### config.mk
export PLATFORM = sky130hd
export DESIGN_NAME = mac_result_writer
export DESIGN_NICKNAME = d
export VERILOG_FILES = /design/src/rtl/mac_result_writer.sv
export SDC_FILE = /design/constraint.sdc
export NUM_CORES = 1
export LEC_CHECK = 0
export CAP_MARGIN = 20
export CORE_AREA = 8 8 133 228
export DETAILED_ROUTE_END_ITERATION = 8
export DIE_AREA = 0 0 141 236
export MAX_ROUTING_LAYER = met4
export PLACE_DENSITY = 0.44
export SETUP_SLACK_MARGIN = 0.5
export SLEW_MARGIN = 10
export SYNTH_ARGS = -nofsm -noshare
export SYNTH_HDL_FRONTEND = slang
export SYNTH_SLANG_ARGS = --single-unit
### constraint.sdc
create_clock -name clk -period 2.5 [get_ports clk]
set_input_delay 0.375 -clock clk [delete_from_list [all_inputs] [get_ports clk]]
set_output_delay 0.375 -clock clk [all_outputs]
set_load 0.01 [all_outputs]
### src/rtl/mac_result_writer.sv
// Streaming 8b x 8b multiply-accumulate stage feeding the MEM_C write port.
// A two-stage pipeline (multiply, then accumulate/write) with no backpressure.
module mac_result_writer #(
    parameter int unsigned DW   = 8,
    parameter int unsigned ACCW = 22,
    parameter int unsigned K    = 64,
    parameter int unsigned NOUT = 4096
) (
    input  logic            clk,
    input  logic            rstn,
    input  logic            start,
    input  logic            in_valid,
    input  logic [DW-1:0]   in_a,
    input  logic [DW-1:0]   in_b,
    output logic [ACCW-1:0] c_din,
    output logic [9:0]      c_ra,
    output logic [1:0]      c_ca,
    output logic            c_nwrt,
    output logic            c_nce,
    output logic            busy,
    output logic            done
);

    localparam int unsigned KW = (K > 1) ? $clog2(K) : 1;
    localparam int unsigned PW = 2 * DW;
    localparam logic [KW-1:0] KLast   = KW'(K - 1);
    localparam logic [11:0]   OutLast = 12'(NOUT - 1);

    typedef enum logic [1:0] {StIdle, StRun, StDrain, StDone} state_e;

    state_e          state_q, state_d;
    logic [KW-1:0]   k_cnt_q, k_cnt_d;
    logic [11:0]     out_idx_q, out_idx_d;
    logic [PW-1:0]   prod_q, prod_d;
    logic            prod_v_q, prod_v_d;
    logic            prod_last_q, prod_last_d;
    logic [ACCW-1:0] acc_q, acc_d;
    logic [ACCW-1:0] c_din_q, c_din_d;
    logic [11:0]     c_addr_q, c_addr_d;
    logic            wr_n_q, wr_n_d;

    logic            run_start;
    logic            accept;
    logic            k_last;
    logic [ACCW-1:0] sum;

    assign run_start = start && ((state_q == StIdle) || (state_q == StDone));
    assign accept    = (state_q == StRun) && in_valid;
    assign k_last    = (k_cnt_q == KLast);
    assign sum       = acc_q + ACCW'(prod_q);

    always_comb begin
        state_d     = state_q;
        k_cnt_d     = k_cnt_q;
        out_idx_d   = out_idx_q;
        prod_d      = prod_q;
        prod_v_d    = 1'b0;
        prod_last_d = prod_last_q;
        acc_d       = acc_q;
        c_din_d     = c_din_q;
        c_addr_d    = c_addr_q;
        wr_n_d      = 1'b1;

        case (state_q)
            StIdle, StDone: begin
                if (start) begin
                    state_d = StRun;
                end
            end
            StRun: begin
                // out_idx already equals the index of the result whose last pair arrives here
                if (accept && k_last && (out_idx_q == OutLast)) begin
                    state_d = StDrain;
                end
            end
            StDrain: begin
                if (!wr_n_q && (c_addr_q == OutLast)) begin
                    state_d = StDone;
                end
            end
            default: state_d = StIdle;
        endcase

        // Stage 1: multiply
        if (accept) begin
            prod_d      = PW'(in_a) * PW'(in_b);
            prod_v_d    = 1'b1;
            prod_last_d = k_last;
            k_cnt_d     = k_last ? '0 : k_cnt_q + 1'b1;
        end

        // Stage 2: accumulate, or write out; clearing acc on a write restarts the next sum at 0
        if (prod_v_q) begin
            if (prod_last_q) begin
                c_din_d  = sum;
                c_addr_d = out_idx_q;
                wr_n_d   = 1'b0;
                acc_d    = '0;
                if (out_idx_q != OutLast) begin
                    out_idx_d = out_idx_q + 12'd1;
                end
            end else begin
                acc_d = sum;
            end
        end

        if (run_start) begin
            k_cnt_d   = '0;
            out_idx_d = '0;
            acc_d     = '0;
        end
    end

    always_ff @(posedge clk or negedge rstn) begin
        if (!rstn) begin
            state_q     <= StIdle;
            k_cnt_q     <= '0;
            out_idx_q   <= '0;
            prod_q      <= '0;
            prod_v_q    <= 1'b0;
            prod_last_q <= 1'b0;
            acc_q       <= '0;
            c_din_q     <= '0;
            c_addr_q    <= '0;
            wr_n_q      <= 1'b1;
        end else begin
            state_q     <= state_d;
            k_cnt_q     <= k_cnt_d;
            out_idx_q   <= out_idx_d;
            prod_q      <= prod_d;
            prod_v_q    <= prod_v_d;
            prod_last_q <= prod_last_d;
            acc_q       <= acc_d;
            c_din_q     <= c_din_d;
            c_addr_q    <= c_addr_d;
            wr_n_q      <= wr_n_d;
        end
    end

    assign c_din  = c_din_q;
    assign c_ra   = c_addr_q[11:2];
    assign c_ca   = c_addr_q[1:0];
    assign c_nwrt = wr_n_q;
    assign c_nce  = wr_n_q;
    assign busy   = (state_q == StRun) || (state_q == StDrain);
    assign done   = (state_q == StDone);

endmodule

After elaboration in Yosys (flattened, before gate mapping)
Cells that the tools add are included.
{"block": "op_classes", "addsub": 3, "multipliers": 1, "n_eq_ne": 10, "n_mux": 17, "reduce_logical": 17}
{"op": "22-bit two-way mux", "n": 3}
{"op": "12-bit two-way mux", "n": 4}
{"op": "12-bit equality test (second input constant)", "n": 2}
{"op": "22-bit by 16-bit adder with 22-bit output", "n": 1}
{"op": "6-bit two-way mux", "n": 3}
{"op": "8-bit by 8-bit multiplier with 16-bit output", "n": 1}
{"op": "12-bit by 1-bit adder with 12-bit output (second input constant)", "n": 1}
{"op": "12-bit inequality test (second input constant)", "n": 1}
{"op": "2-bit nonzero test", "n": 4}
{"op": "6-bit by 1-bit adder with 6-bit output (second input constant)", "n": 1}
{"op": "6-bit equality test (second input constant)", "n": 1}
{"op": "2-bit two-way mux", "n": 3}
{"op": "2-bit inequality test (second input constant)", "n": 3}
{"op": "2-bit case mux with 3 select lines", "n": 1}
{"op": "3-bit AND reduction", "n": 2}
{"op": "1-bit logical AND", "n": 5}
{"op": "2-bit equality test (second input constant)", "n": 2}
{"op": "1-bit two-way mux", "n": 3}
{"op": "2-bit by 1-bit equality test with 1-bit output (second input constant)", "n": 1}
{"op": "2-bit logical NOT", "n": 1}
{"op": "1-bit logical OR", "n": 2}
{"op": "2-bit AND reduction", "n": 1}
{"op": "2-bit OR reduction", "n": 1}
{"op": "1-bit logical NOT", "n": 1}
{"block": "word_totals", "reg_bits": 95, "input_bits": 20}

Depth between registers and ports, before layout
Gate-level depths: netlist (run 1).
{"block": "logic_depth", "depth_word": 6, "depth_mapped": 17}

Least setup slack after synthesis (run 1)
Ideal clock, no wire load.
{"block": "synth_timing", "kind": "input -> register", "startpoint": "input in_b[7]", "endpoint": "register prod_q[14]", "setup_ns": 0.131, "t_arrival_ns": 3.890, "slack_ns": -1.521, "cell_stages": 15, "n_path_buf": 0, "cell_sequence": "nand2_1 -> fa_1 -> fa_1 -> inv_1 -> fa_1 -> inv_1 -> fa_1 -> inv_1 -> ha_1 -> o21a_1 -> a21o_1 -> a31o_1 -> a21oi_1 -> xor2_1 -> o21ai_1"}
{"block": "synth_between", "elab_chain_len": 1}
{"item": "from (decl)", "line": "14", "rtl": "input logic [DW-1:0] in_b,"}
{"item": "8-bit by 8-bit multiplier with 16-bit output", "line": "86", "rtl": "prod_d = PW'(in_a) * PW'(in_b);"}
{"item": "to (signal assigned)", "line": "130", "rtl": "prod_q <= prod_d;"}
{"item": "to (decl)", "line": "34", "rtl": "logic [PW-1:0] prod_q, prod_d;"}
No other way between the ends.
A chain may end at the register's enable or synchronous reset.

Worst setup path after layout (run 1)
{"block": "layout_timing", "startpoint": "input in_a[2]", "endpoint": "register prod_q[14]"}
{"block": "layout_between", "elab_chain_len": 1}
{"item": "from (decl)", "line": "13", "rtl": "input logic [DW-1:0] in_a,"}
{"item": "8-bit by 8-bit multiplier with 16-bit output", "line": "86"}
No other way between the ends.

==> impl_metrics.json, run 1 <==
{
  "overflow": 0,
  "fin_worst_skew_ns": 0.01235,
  "period_share_pct": 151.3,
  "place_hpwl_mm": 13.16,
  "crit_start": "in_a[2]",
  "start_util_pct": 24.78,
  "fmax_mhz": 264.4,
  "die_y_um": 236,
  "ff_latch_area_um2": 2382,
  "path_max_fanout": 3,
  "vias": 5289,
  "n_fill_cell": 2739,
  "yosys-top-cells-area": "dfrtp_1 35%, fa_1 11%, ha_1 11%, and2_1 4.7%, nand2_1 4.6%",
  "yosys.cell_types.count": 49,
  "final_common_cell": "dfrtp_1",
  "rows": 80,
  "most-common-layout-cells": "91 x dfrtp_1, 74 x nand2_1, 74 x buf_4, 53 x inv_1, 39 x clkdlybuf4s50_1",
  "die_w_um": 141,
  "synth.avg_cell_area_um2": 9.687,
  "synth_top_area_share_pct": 34.99,
  "synthesis.area_um2": 6723,
  "vias_per_cell": 4.364,
  "io_buffers": 57,
  "setup_viol_count_final": 12,
  "clk_pin_slew_worst_paths_ns": 0.07,
  "synth_top_area_cell": "dfrtp_1",
  "fin_ws_ns": -1.283,
  "n_antenna_cell": 0,
  "dp_worst_setup_slack_ns": -2.134,
  "slew_headroom_pct": 59.52,
  "hold_path.startpoint": "in_a[0]",
  "cts_sinks": 95,
  "arrival_ns": 4.00,
  "grt_pass1_wl_mm": 28.77,
  "drc": 0,
  "finalWirelength_mm": 17.41,
  "fin_crit_ns": 3.783,
  "status": "complete, but fails checks",
  "h-tree-depth": 3,
  "crit_type": "in2reg",
  "reg2reg_from": "acc_q[0]$_DFFE_PN0P_",
  "clk_latency_ns": 0.35,
  "hold_viol_final": 0,
  "rsz0062_at_grt": "yes",
  "synth_edf_count": 0,
  "cp-start-kind": "input pin",
  "cts_tree": "built",
  "grt_pass1_vias": 5737,
  "ys.flop_type": "dfrtp_1",
  "drive_above_1_share_pct": 33.21,
  "crit_required_ns": 2.72,
  "synth_warnings": 0,
  "gp_congestion": 0.7882,
  "final-instance-count-excl-fill": 1212,
  "cap_violations": 0,
  "p_leak_nw": 4.273,
  "root_buffer": "clkbuf_16",
  "peakVddDrop_mv": 0.3966,
  "grt_start_max_net_pins": 50,
  "nets": 953,
  "antenna_found_initial": 0,
  "power_density_nw_per_um2": 960.8,
  "wire_per_inst_um": 14.37,
  "dieArea_um2": 33280,
  "synth_seq_cells": 95,
  "clock_path_buffers": 2,
  "grt_use_total_pct": 11.03,
  "multi_input_area_um2": 4897,
  "numCtsBuffers": 9,
  "worstSetupEndpointType": "flip-flop",
  "synthCells": 694,
  "ys_seq_area_share_pct": 35.38,
  "coreArea_um2": 27130,
  "synthArstFlopShare_pct": 100.0,
  "placedCellCount": 1154,
  "ios": 58,
  "violations": "negative setup slack",
  "worstMarginPinSlew_ns": 0.6072,
  "area_delta_synth_final_pct": 43.33,
  "detail-route-antenna-nets": 0,
  "min-delay-path-class": "in2reg",
  "syn_nets": 809,
  "drv_slew": 0,
  "dr.pass1.iters": 4,
  "dr.first_iter.drc_count": 215
}
==> repair_timing <==
action,in CTS,in global routing
pin swaps,58,58
buffers inserted,25,16
gates resized for setup,163,68
hold buffers,1,0
setup endpoints to repair,48,51
hold endpoints to repair,31,0
gates cloned,0,0
==> sequential cells by signal, summed over array words and instances, names as in the netlist <==
| signal | cells |
|---|---|
| prod_q | 16 |
| prod_v_q | 1 |
| c_nce | 1 |
| c_din | 22 |
| c_addr_q | 12 |
| prod_last_q | 1 |
| state_q | 2 |
| k_cnt_q | 6 |
| out_idx_q | 12 |
| acc_q | 22 |
==> final cells by class <==
| class | count | share of cell area [%] |
|---|---|---|
| multi-input cells | 517 | 50.82 |
| flip-flops and latches | 95 | 24.72 |
| well taps | 369 | 4.792 |
| repair buffers | 149 | 13.87 |
| clock inverters | 4 | 0.5584 |
| clock buffers | 12 | 2.662 |
| inverters | 66 | 2.571 |
==> Yosys cell counts (3+ instances only) <==
library cell / number
a211oi_1: 8
a21o_1: 12
a21oi_1: 28
a22o_1: 11
a31oi_1: 3
and2_1: 51
and3_1: 3
clkbuf_1: 14
dfrtp_1: 94
fa_1: 37
ha_1: 58
inv_1: 65
mux2_2: 21
nand2_1: 83
nand3_1: 19
nor2_1: 33
nor2b_1: 3
nor3_1: 4
o211ai_1: 3
o21a_1: 4
o21ai_0: 41
o21ai_1: 19
o21bai_1: 3
or3_1: 10
xnor2_1: 16
xor2_1: 23
==> power by group <==
part / total (mW) / leakage [nW] / switching (mW) / internal (mW)
registers: 2.16 / 1.23 / 0.322 / 1.84
clock network: 1.45 / 0.145 / 0.616 / 0.835
logic: 5.64 / 2.90 / 2.79 / 2.86
==> through the flow <==
| stage | total power, mW | hold slack, ns | instance area (um^2) | setup TNS [ns] | util, % |
|---|---|---|---|---|---|
| 2_1_floorplan | 4.864 | 0.07941 | 6915 | -10.69 | - |
| 3_3_place_gp | 5.973 | 0.3695 | 8275 | -22.03 | 30.51 |
| 3_5_place_dp | 5.977 | 0.3638 | 8275 | -22.29 | 30.51 |
| 4_1_cts | 8.660 | 0.4638 | 9213 | -12.35 | 33.96 |
| 5_1_grt | 9.979 | 0.4733 | 9635 | -13.02 | 35.52 |
| 6_report | 9.258 | 0.4352 | 9635 | -11.47 | 35.52 |
==> metal layers <==
metal	up-vias	share of wire [%]	global-route usage (%)
met5	-	0	-
li1	2625	-	-
met3	19	2.8	1.679
met2	80	56	20.86
met4	0	1.8	4.058
met1	2565	40	11.10
==> critical path: stages <==
cell     delay (ns)
buf_6          0.09
buf_6          0.12
buf_6          0.12
and2_4         0.13
fa_2           0.37
fa_1           0.48
fa_1           0.55
inv_1          0.05
fa_1           0.49
inv_2          0.05
ha_4           0.24
o21a_1         0.18
a21o_1         0.22
a31o_1         0.23
a21oi_2        0.13
xor2_1         0.14
o21ai_1        0.07
==> worst paths after layout <==
| check | to | slack (ns) | depth (start not counted) |
|---|---|---|---|
| max in group asynchronous | c_nce$_DFF_PN1_ | 1.24 | 3 |
| worst max-delay path | prod_q[14]$_DFFE_PN0P_ | -1.28 | 17 |
| worst min register to register | c_din[20]$_DFFE_PN0P_ | 0.48 | 2 |
| worst min-delay path | prod_q[0]$_DFFE_PN0P_ | 0.44 | 4 |
| min in group asynchronous | c_din[21]$_DFFE_PN0P_ | 0.52 | 2 |
| worst max register to register | c_din[16]$_DFFE_PN0P_ | 0.07 | 9 |
==> cell families after synthesis <==
group	synth area share, %
AOI/OAI and AO/OA	13.59
and+or+nand+nor	15.69
xor gates and xnor gates	5.081
adders and majority gates	21.81
muxes	3.815
buffers and inverters	4.634
DFF	35.38
Note: power is estimated with default switching activity, not from simulation.
==> run 2, diff against run 1 <==
--- a/config.mk
+++ b/config.mk
@@ -5,12 +5,13 @@
 export SDC_FILE = /design/constraint.sdc
 export NUM_CORES = 1
 export LEC_CHECK = 0
+export ABC_AREA = 1
 export CAP_MARGIN = 20
-export CORE_AREA = 8 8 133 228
+export CORE_AREA = 8 8 140 240
 export DETAILED_ROUTE_END_ITERATION = 8
-export DIE_AREA = 0 0 141 236
+export DIE_AREA = 0 0 148 248
 export MAX_ROUTING_LAYER = met4
-export PLACE_DENSITY = 0.44
+export PLACE_DENSITY = 0.43
 export SETUP_SLACK_MARGIN = 0.5
 export SLEW_MARGIN = 10
 export SYNTH_ARGS = -nofsm -noshare
==> impl_metrics.json, run 2 <==
{
  "status": "complete, but fails checks",
  "violations": "negative setup slack",
  "synth_most_common_cell": "nand2_1",
  "min-delay-path-class": "in2async",
  "setup_viol_count_final": 12,
  "power_density_nw_per_um2": 878.9,
  "worstSetupEndpointType": "flip-flop",
  "rows": 85,
  "path_max_fanout": 7,
  "pwr-share-clk_pct": 15.8,
  "final_common_cell": "nand2_1",
  "fin_ws_ns": -0.8517,
  "dr.pass1.iters": 4,
  "syn_nets": 1138,
  "cp-start-kind": "input pin",
  "fin_crit_ns": 3.352,
  "clock_path_buffers": 2,
  "crit_top_cell": "fa_1",
  "cts_tree": "built",
  "ys.flop_type": "dfrtp_1",
  "peakVddDrop_mv": 0.3300,
  "drc": 0,
  "synth_warnings": 0,
  "drv_slew": 0,
  "numCtsBuffers": 9,
  "worstMarginPinSlew_ns": 0.5438,
  "yosys-top-cells-count": "347 x nand2_1, 191 x inv_1, 94 x dfrtp_1",
  "clk_pin_slew_worst_paths_ns": 0.07,
  "n_antenna_cell": 0,
  "wire_per_inst_um": 13.29,
  "comb_power_share_pct": 57.5,
  "place_area_um2": 8951,
  "cap_violations": 0,
  "grt_start_max_net_pins": 56,
  "detail-route-antenna-nets": 0,
  "ys_seq_area_share_pct": 31.93,
  "cts_sinks": 95,
  "dieArea_um2": 36700,
  "p_int_mw": 4.923,
  "grt_pass1_vias": 6764,
  "area_delta_synth_final_pct": 30.10,
  "switching_share_pct": 42.19,
  "nets": 1237,
  "synthArstFlopShare_pct": 100.0,
  "synthCells": 1023,
  "h-tree-depth": 3,
  "hold_viol_final": 0,
  "reg2reg_setup_slack_ns": 0.62,
  "grt_use_total_pct": 12.00,
  "synth_seq_cells": 95,
  "die_y_um": 248,
  "crit_type": "in2reg",
  "arrival_ns": 3.60,
  "crit_start": "in_a[3]",
  "vias": 6489,
  "r2r-end": "c_din[10]$_DFFE_PN0P_",
  "crit_chain": "buf_6, nand2_2, inv_2, fa_1, fa_1, fa_1, inv_1, fa_1, inv_2, ha_4, a21o_1, a21boi_2, nand2_4, nand2_2, nand3_1, nand3_1, nand2_1",
  "tns_ns": -7.775,
  "synth_top_area_share_pct": 31.58,
  "period_share_pct": 134.1,
  "placedCellCount": 1493,
  "fin_area_um2": 9691,
  "seq_power_share_pct": 26.7,
  "start_util_pct": 24.49,
  "dr_wl_met3_um": 467,
  "fin_worst_skew_ns": 0.01119,
  "die_w_um": 148,
  "io_buffers": 57,
  "yosys-top-cells-area": "dfrtp_1 32%, nand2_1 17%, fa_1 9.9%, ha_1 9.7%, inv_1 9.6%",
  "clk_latency_ns": 0.36,
  "whs_ns": 0.4049,
  "most-common-layout-cells": "316 x nand2_1, 164 x inv_1, 94 x dfrtp_1, 69 x nand3_1, 55 x buf_4",
  "dr.first_iter.drc_count": 219,
  "drive_above_1_share_pct": 20.14,
  "gp_congestion": 0.8334,
  "ios": 58,
  "topRoutingLayerUsed": "met4",
  "fmax_mhz": 298.4,
  "root_buffer": "clkbuf_16",
  "coreArea_um2": 30420,
  "dp_worst_setup_slack_ns": -1.828,
  "switchingPower_mw": 3.594,
  "reg2reg_from": "prod_q[0]$_DFFE_PN0P_",
  "synthesis.area_um2": 7448,
  "crit_path_end": "prod_q[15]$_DFFE_PN0P_",
  "place_hpwl_mm": 16.43,
  "r2r_cells": 8,
  "cpPeakStageDelay_ns": 0.54,
  "synth.avg_cell_area_um2": 7.281,
  "synth_edf_count": 0,
  "antenna_found_initial": 0,
  "utilization_pct": 31.86,
  "crit_required_ns": 2.75,
  "slew_headroom_pct": 63.75,
  "finalWirelength_mm": 20.18,
  "crit_slowest_cell": "fa_1",
  "drt-met1-wl_mm": 7.750,
  "rsz0062_at_grt": "yes",
  "vias_per_cell": 4.275,
  "met2_length_mm": 11.22,
  "overflow": 0,
  "power_mw": 8.517,
  "synth_top_area_cell": "dfrtp_1",
  "final-instance-count-excl-fill": 1518,
  "grt_pass1_wl_mm": 33.75,
  "yosys.cell_types.count": 39,
  "p_leak_nw": 5.199
}
-- run 2: cell types whose count changed in the layout (fill, tap and decap cells not counted), sizes merged, moves of 10 or more --
| cell | before | now |
|---|---|---|
| nand2 | 84 | 351 |
| inv | 66 | 195 |
| nand3 | 20 | 77 |
| and2 | 52 | 1 |
| buf | 101 | 80 |
| mux2 | 21 | 0 |
| xor2 | 23 | 5 |
| a22o | 11 | 0 |
| a21o | 12 | 2 |
| or3 | 10 | 0 |
-- run 2: area by class of cell --
cell class	count	area, um^2
clock inverters	4	30.03
well taps	391	489.2
fillers	3372	20730
flip-flops and latches	95	2379
clock buffers	12	256.5
inverters	197	739.5
multi-input cells	698	4658
repair buffers	121	1139
-- run 2: routing by layer --
metal / vias to the layer above / track usage, %
li1: 3348 / -
met1: 3019 / 11.43
met2: 87 / 23.01
met3: 35 / 1.770
met4: 0 / 5.815
met5: - / -
-- run 2: kinds of logic (layout without fill, tap and decap cells) --
group,after synthesis,after routing,share of synthesized area (%)
DFF,95,95,31.93
xor gates and xnor gates,16,16,1.881
adders and majority gates,95,95,19.69
buffers and inverters,230,334,11.79
and+or+nand+nor,500,500,28.19
AOI/OAI and AO/OA,87,87,6.518
-- run 2: worst min path at each step --
stage / start / end / slack [ns]
2_1_floorplan: rstn / acc_q[0]$_DFFE_PN0P_ / 0.08
3_3_place_gp: rstn / state_q[0]$_DFFE_PN0P_ / 0.24
3_5_place_dp: rstn / state_q[1]$_DFFE_PN0P_ / 0.24
4_1_cts: rstn / state_q[1]$_DFFE_PN0P_ / 0.41
5_1_grt: rstn / state_q[1]$_DFFE_PN0P_ / 0.42
6_report: rstn / state_q[1]$_DFFE_PN0P_ / 0.40
-- run 2: worst max-delay path, delay by kind of cell --
family / cells / cell delay (ns)
AND/OR/NAND/NOR: 6 / 0.42
AO/OA/AOI/OAI: 2 / 0.38
adder cells (fa/ha/maj): 5 / 2.18
buffers and inverters: 4 / 0.25
-- run 2: power by group through the flow --
stage               Sequential, mW  Combinational [mW]  Clock [mW]
finish                        2.27                4.90        1.35
floorplan                     2.26                2.90           0
global placement              2.28                4.47           0
global route                  2.32                5.54        1.48
detailed placement            2.29                4.49           0
CTS                           2.26                4.77        1.41
-- run 2: timing repair --
action,in CTS,in global routing
pin swaps,30,28
hold endpoints to repair,10,0
hold buffers,1,0
setup endpoints to repair,26,34
setup buffers,4,4
resized for setup,156,41
==> patch (flow settings as in run 2) <==
Add an input register stage for `start`, `in_valid`, `in_a` and `in_b`, with the module's reset; this delays them by one clock.
--- a/src/rtl/mac_result_writer.sv
+++ b/src/rtl/mac_result_writer.sv
@@ -29,4 +29,23 @@
     typedef enum logic [1:0] {StIdle, StRun, StDrain, StDone} state_e;
 
+    logic start_q;
+    logic in_valid_q;
+    logic [DW-1:0] in_a_q;
+    logic [DW-1:0] in_b_q;
+
+    always_ff @(posedge clk or negedge rstn) begin
+        if (!rstn) begin
+            start_q    <= '0;
+            in_valid_q <= '0;
+            in_a_q     <= '0;
+            in_b_q     <= '0;
+        end else begin
+            start_q    <= start;
+            in_valid_q <= in_valid;
+            in_a_q     <= in_a;
+            in_b_q     <= in_b;
+        end
+    end
+
     state_e          state_q, state_d;
     logic [KW-1:0]   k_cnt_q, k_cnt_d;
@@ -45,6 +64,6 @@
     logic [ACCW-1:0] sum;
 
-    assign run_start = start && ((state_q == StIdle) || (state_q == StDone));
-    assign accept    = (state_q == StRun) && in_valid;
+    assign run_start = start_q && ((state_q == StIdle) || (state_q == StDone));
+    assign accept    = (state_q == StRun) && in_valid_q;
     assign k_last    = (k_cnt_q == KLast);
     assign sum       = acc_q + ACCW'(prod_q);
@@ -64,5 +83,5 @@
         case (state_q)
             StIdle, StDone: begin
-                if (start) begin
+                if (start_q) begin
                     state_d = StRun;
                 end
@@ -84,5 +103,5 @@
         // Stage 1: multiply
         if (accept) begin
-            prod_d      = PW'(in_a) * PW'(in_b);
+            prod_d      = PW'(in_a_q) * PW'(in_b_q);
             prod_v_d    = 1'b1;
             prod_last_d = k_last;
Function: changed (a bounded check fails within 4 cycles, from zero or initial values and one cycle with rstn low).
==> patch against run 2 <==
The flow still finishes with violations (negative setup slack); sequential cell count grew 18; non-clock buffer count grew 3; sequential power grew 3%; wire length grew 3.4%; setup slack lost 0.37 ns; design area grew 7.3%; global-route usage grew 0.44 points; synthesized cell count grew 3.3%; synthesized area grew 6.8%; power grew 5.7%; critical endpoint is now prod_q[10]$_DFFE_PN0P_.
==> patch: results (changes against run 2) <==
Routing
- 5 — Pre-antenna DRT Iters, +1
- 8130 um — routed metal-1 wirelength, +4.9%
- met4 — highest routed layer
- 273 — number of DRC violations after detailed-routing iteration 0, +25%
- 13.3 um — detail-routed net length per standard cell, -0.11%
- 6694 — number of vias in the routed layout, +3.2%
- 11700 um — met2 wirelength from detailed routing, +3.8%
- 653 um — WL met3, +40%

Finish
- 1283 — Post-layout nets, +3.7%
- 18.5% — fraction of layout instances using a drive strength above 1, -1.6 points
- 0 — # diodes, unchanged

Hold path
- 1 — worst hold stages
- primary input to flip-flop — classification of the worst-slack hold path

Placement
- 16600 um — HPWL reported at the end of detailed placement, +1.0%
- -1.33 ns — worst slack at placement, +0.500 ns
- 0.830 — weighted congestion reported at the end of routability-driven placement, -0.41%
- 57 — buffers added on ports, unchanged

Logic synthesis
- nand2_1 — most common cell in the synthesized netlist
- 0 — Ys Warns, unchanged
- nand2_1 (358), inv_1 (189), dfrtp_1 (112) — commonest cells in the netlist
- 100% — share of async-settable or async-resettable flops after synthesis, unchanged
- dfrtp_1 (35%), nand2_1 (17%), fa_1 (9.3%) — leading cell types by total area after synthesis
- 35.6% — fraction of the yosys area taken by sequential cells, +3.6 points
- 38 — library cells used by synthesis, -2.6%
- 1172 — Post-Syn Nets, +3.0%

STA
- 0.0123 ns — Setup Skew, +0.00113 ns
- -1.22 ns — crit path setup slack, layout, -0.371 ns
- 12 — final setup violation count, unchanged
- 66.8% — worst max-slew margin expressed relative to the limit, +3.0 points

Clock tree
- 2 — number of buffers between clock root and the deepest sink, unchanged
- clkbuf_16 — root buffer cell
- 0.06 ns — register clock-pin slew on the reported worst setup and hold paths
- 4 — CTS H-tree depth, +1
- 0.44 ns — clock insertion delay at the later pin of the skew report, +0.08 ns
- 17 — number of buffers created by CTS, +8

Critical path
- 14 — Worst Reg-to-Reg Cells, +6
- 4 — critical path fanouts, max, -3

Power
- 0.00546 uW — leakage component of the power, +5.1%
- 0.582 mV — largest vdd supply drop, +76%

Run status
- finished with violations — result of the run
- negative setup slack — failing checks

Global routing
- 54 — maximum number of pins on one net before global-route repair, -3.6%
- 34700 um — first-pass GRT wire length, +2.9%
- 7110 — number of global-route vias before repair, +5.1%
- 0 — number of antenna violations at the first check in global routing, unchanged
- 12.4% — GR Util All Layers, +0.44 points

==> patch: repair_timing <==
| item | in CTS | in global routing |
|---|---|---|
| buffers inserted | 3 | 4 |
| setup endpoints to repair | 27 | 42 |
| pin swaps | 18 | 11 |
| gates cloned | 0 | 0 |
| endpoints found under the hold margin | 23 | 0 |
| hold buffers | 1 | 0 |
| gates resized for setup | 36 | 34 |
==> patch: final timing paths <==
kind                                        from                     end  slack [ns]
max                          in_b_q[5]$_DFF_PN0_  prod_q[10]$_DFFE_PN0P_       -1.22
min in group asynchronous                   rstn     in_a_q[7]$_DFF_PN0_        0.40
max reg2reg                  in_b_q[5]$_DFF_PN0_  prod_q[10]$_DFFE_PN0P_       -1.22
max in group asynchronous                   rstn         c_nce$_DFF_PN1_        1.47
min                                      in_b[7]     in_b_q[7]$_DFF_PN0_        0.37
min reg2reg                c_din[17]$_DFFE_PN0P_   c_din[17]$_DFFE_PN0P_        0.48
==> patch: cell families after synthesis <==
family,count (synthesis),synth area share [%]
AND/OR/NAND/NOR,515,27.0
buffers and inverters,230,11.1
flip-flops,113,35.6
adder cells (fa/ha/maj),95,18.4
AO/OA/AOI/OAI,85,5.87
XOR/XNOR,19,2.09
==> patch: worst max-delay path, cell delays in order (launching register included) <==
cell,delay (ns)
dfrtp_1,0.43
buf_4,0.16
nand2_1,0.06
fa_1,0.46
fa_1,0.50
fa_1,0.49
inv_1,0.05
fa_1,0.53
ha_4,0.23
a21oi_2,0.10
a21boi_2,0.17
nand2_2,0.09
buf_4,0.14
xnor2_1,0.12
o21ai_1,0.07
==> patch: layout make-up <==
cell class / count / area [um^2]
fillers: 3285 / 20000
clock inverters: 14 / 134
repair buffers: 124 / 1130
well taps: 391 / 489
inverters: 198 / 743
clock buffers: 18 / 429
flip-flops and latches: 113 / 2840
multi-input cells: 714 / 4630
==> patch: where the power goes <==
part           internal [uW]  switching [uW]  total [uW]
clock                   1380             975        2350
sequential              2100             239        2340
combinational           1880            2430        4310
total                   5360            3640        9000
==> patch: stage by stage <==
| stage | instance area, um^2 | TNS [ns] | instances |
|---|---|---|---|
| 6_report | 10400 | -12.07 | 1572 |
| 5_1_grt | 10400 | -14.06 | 1572 |
| 4_1_cts | 10200 | -12.46 | 1568 |
| 3_5_place_dp | 9500 | -13.21 | 1532 |
| 3_3_place_gp | 9500 | -12.76 | 1532 |
| 2_1_floorplan | 8200 | -10.30 | 1057 |
==> patch: routing by layer <==
| layer | GRT usage [%] | up-vias |
|---|---|---|
| met5 | - | - |
| li1 | - | 3460 |
| met1 | 12.1 | 3128 |
| met4 | 4.70 | 0 |
| met3 | 2.90 | 23 |
| met2 | 23.4 | 83 |
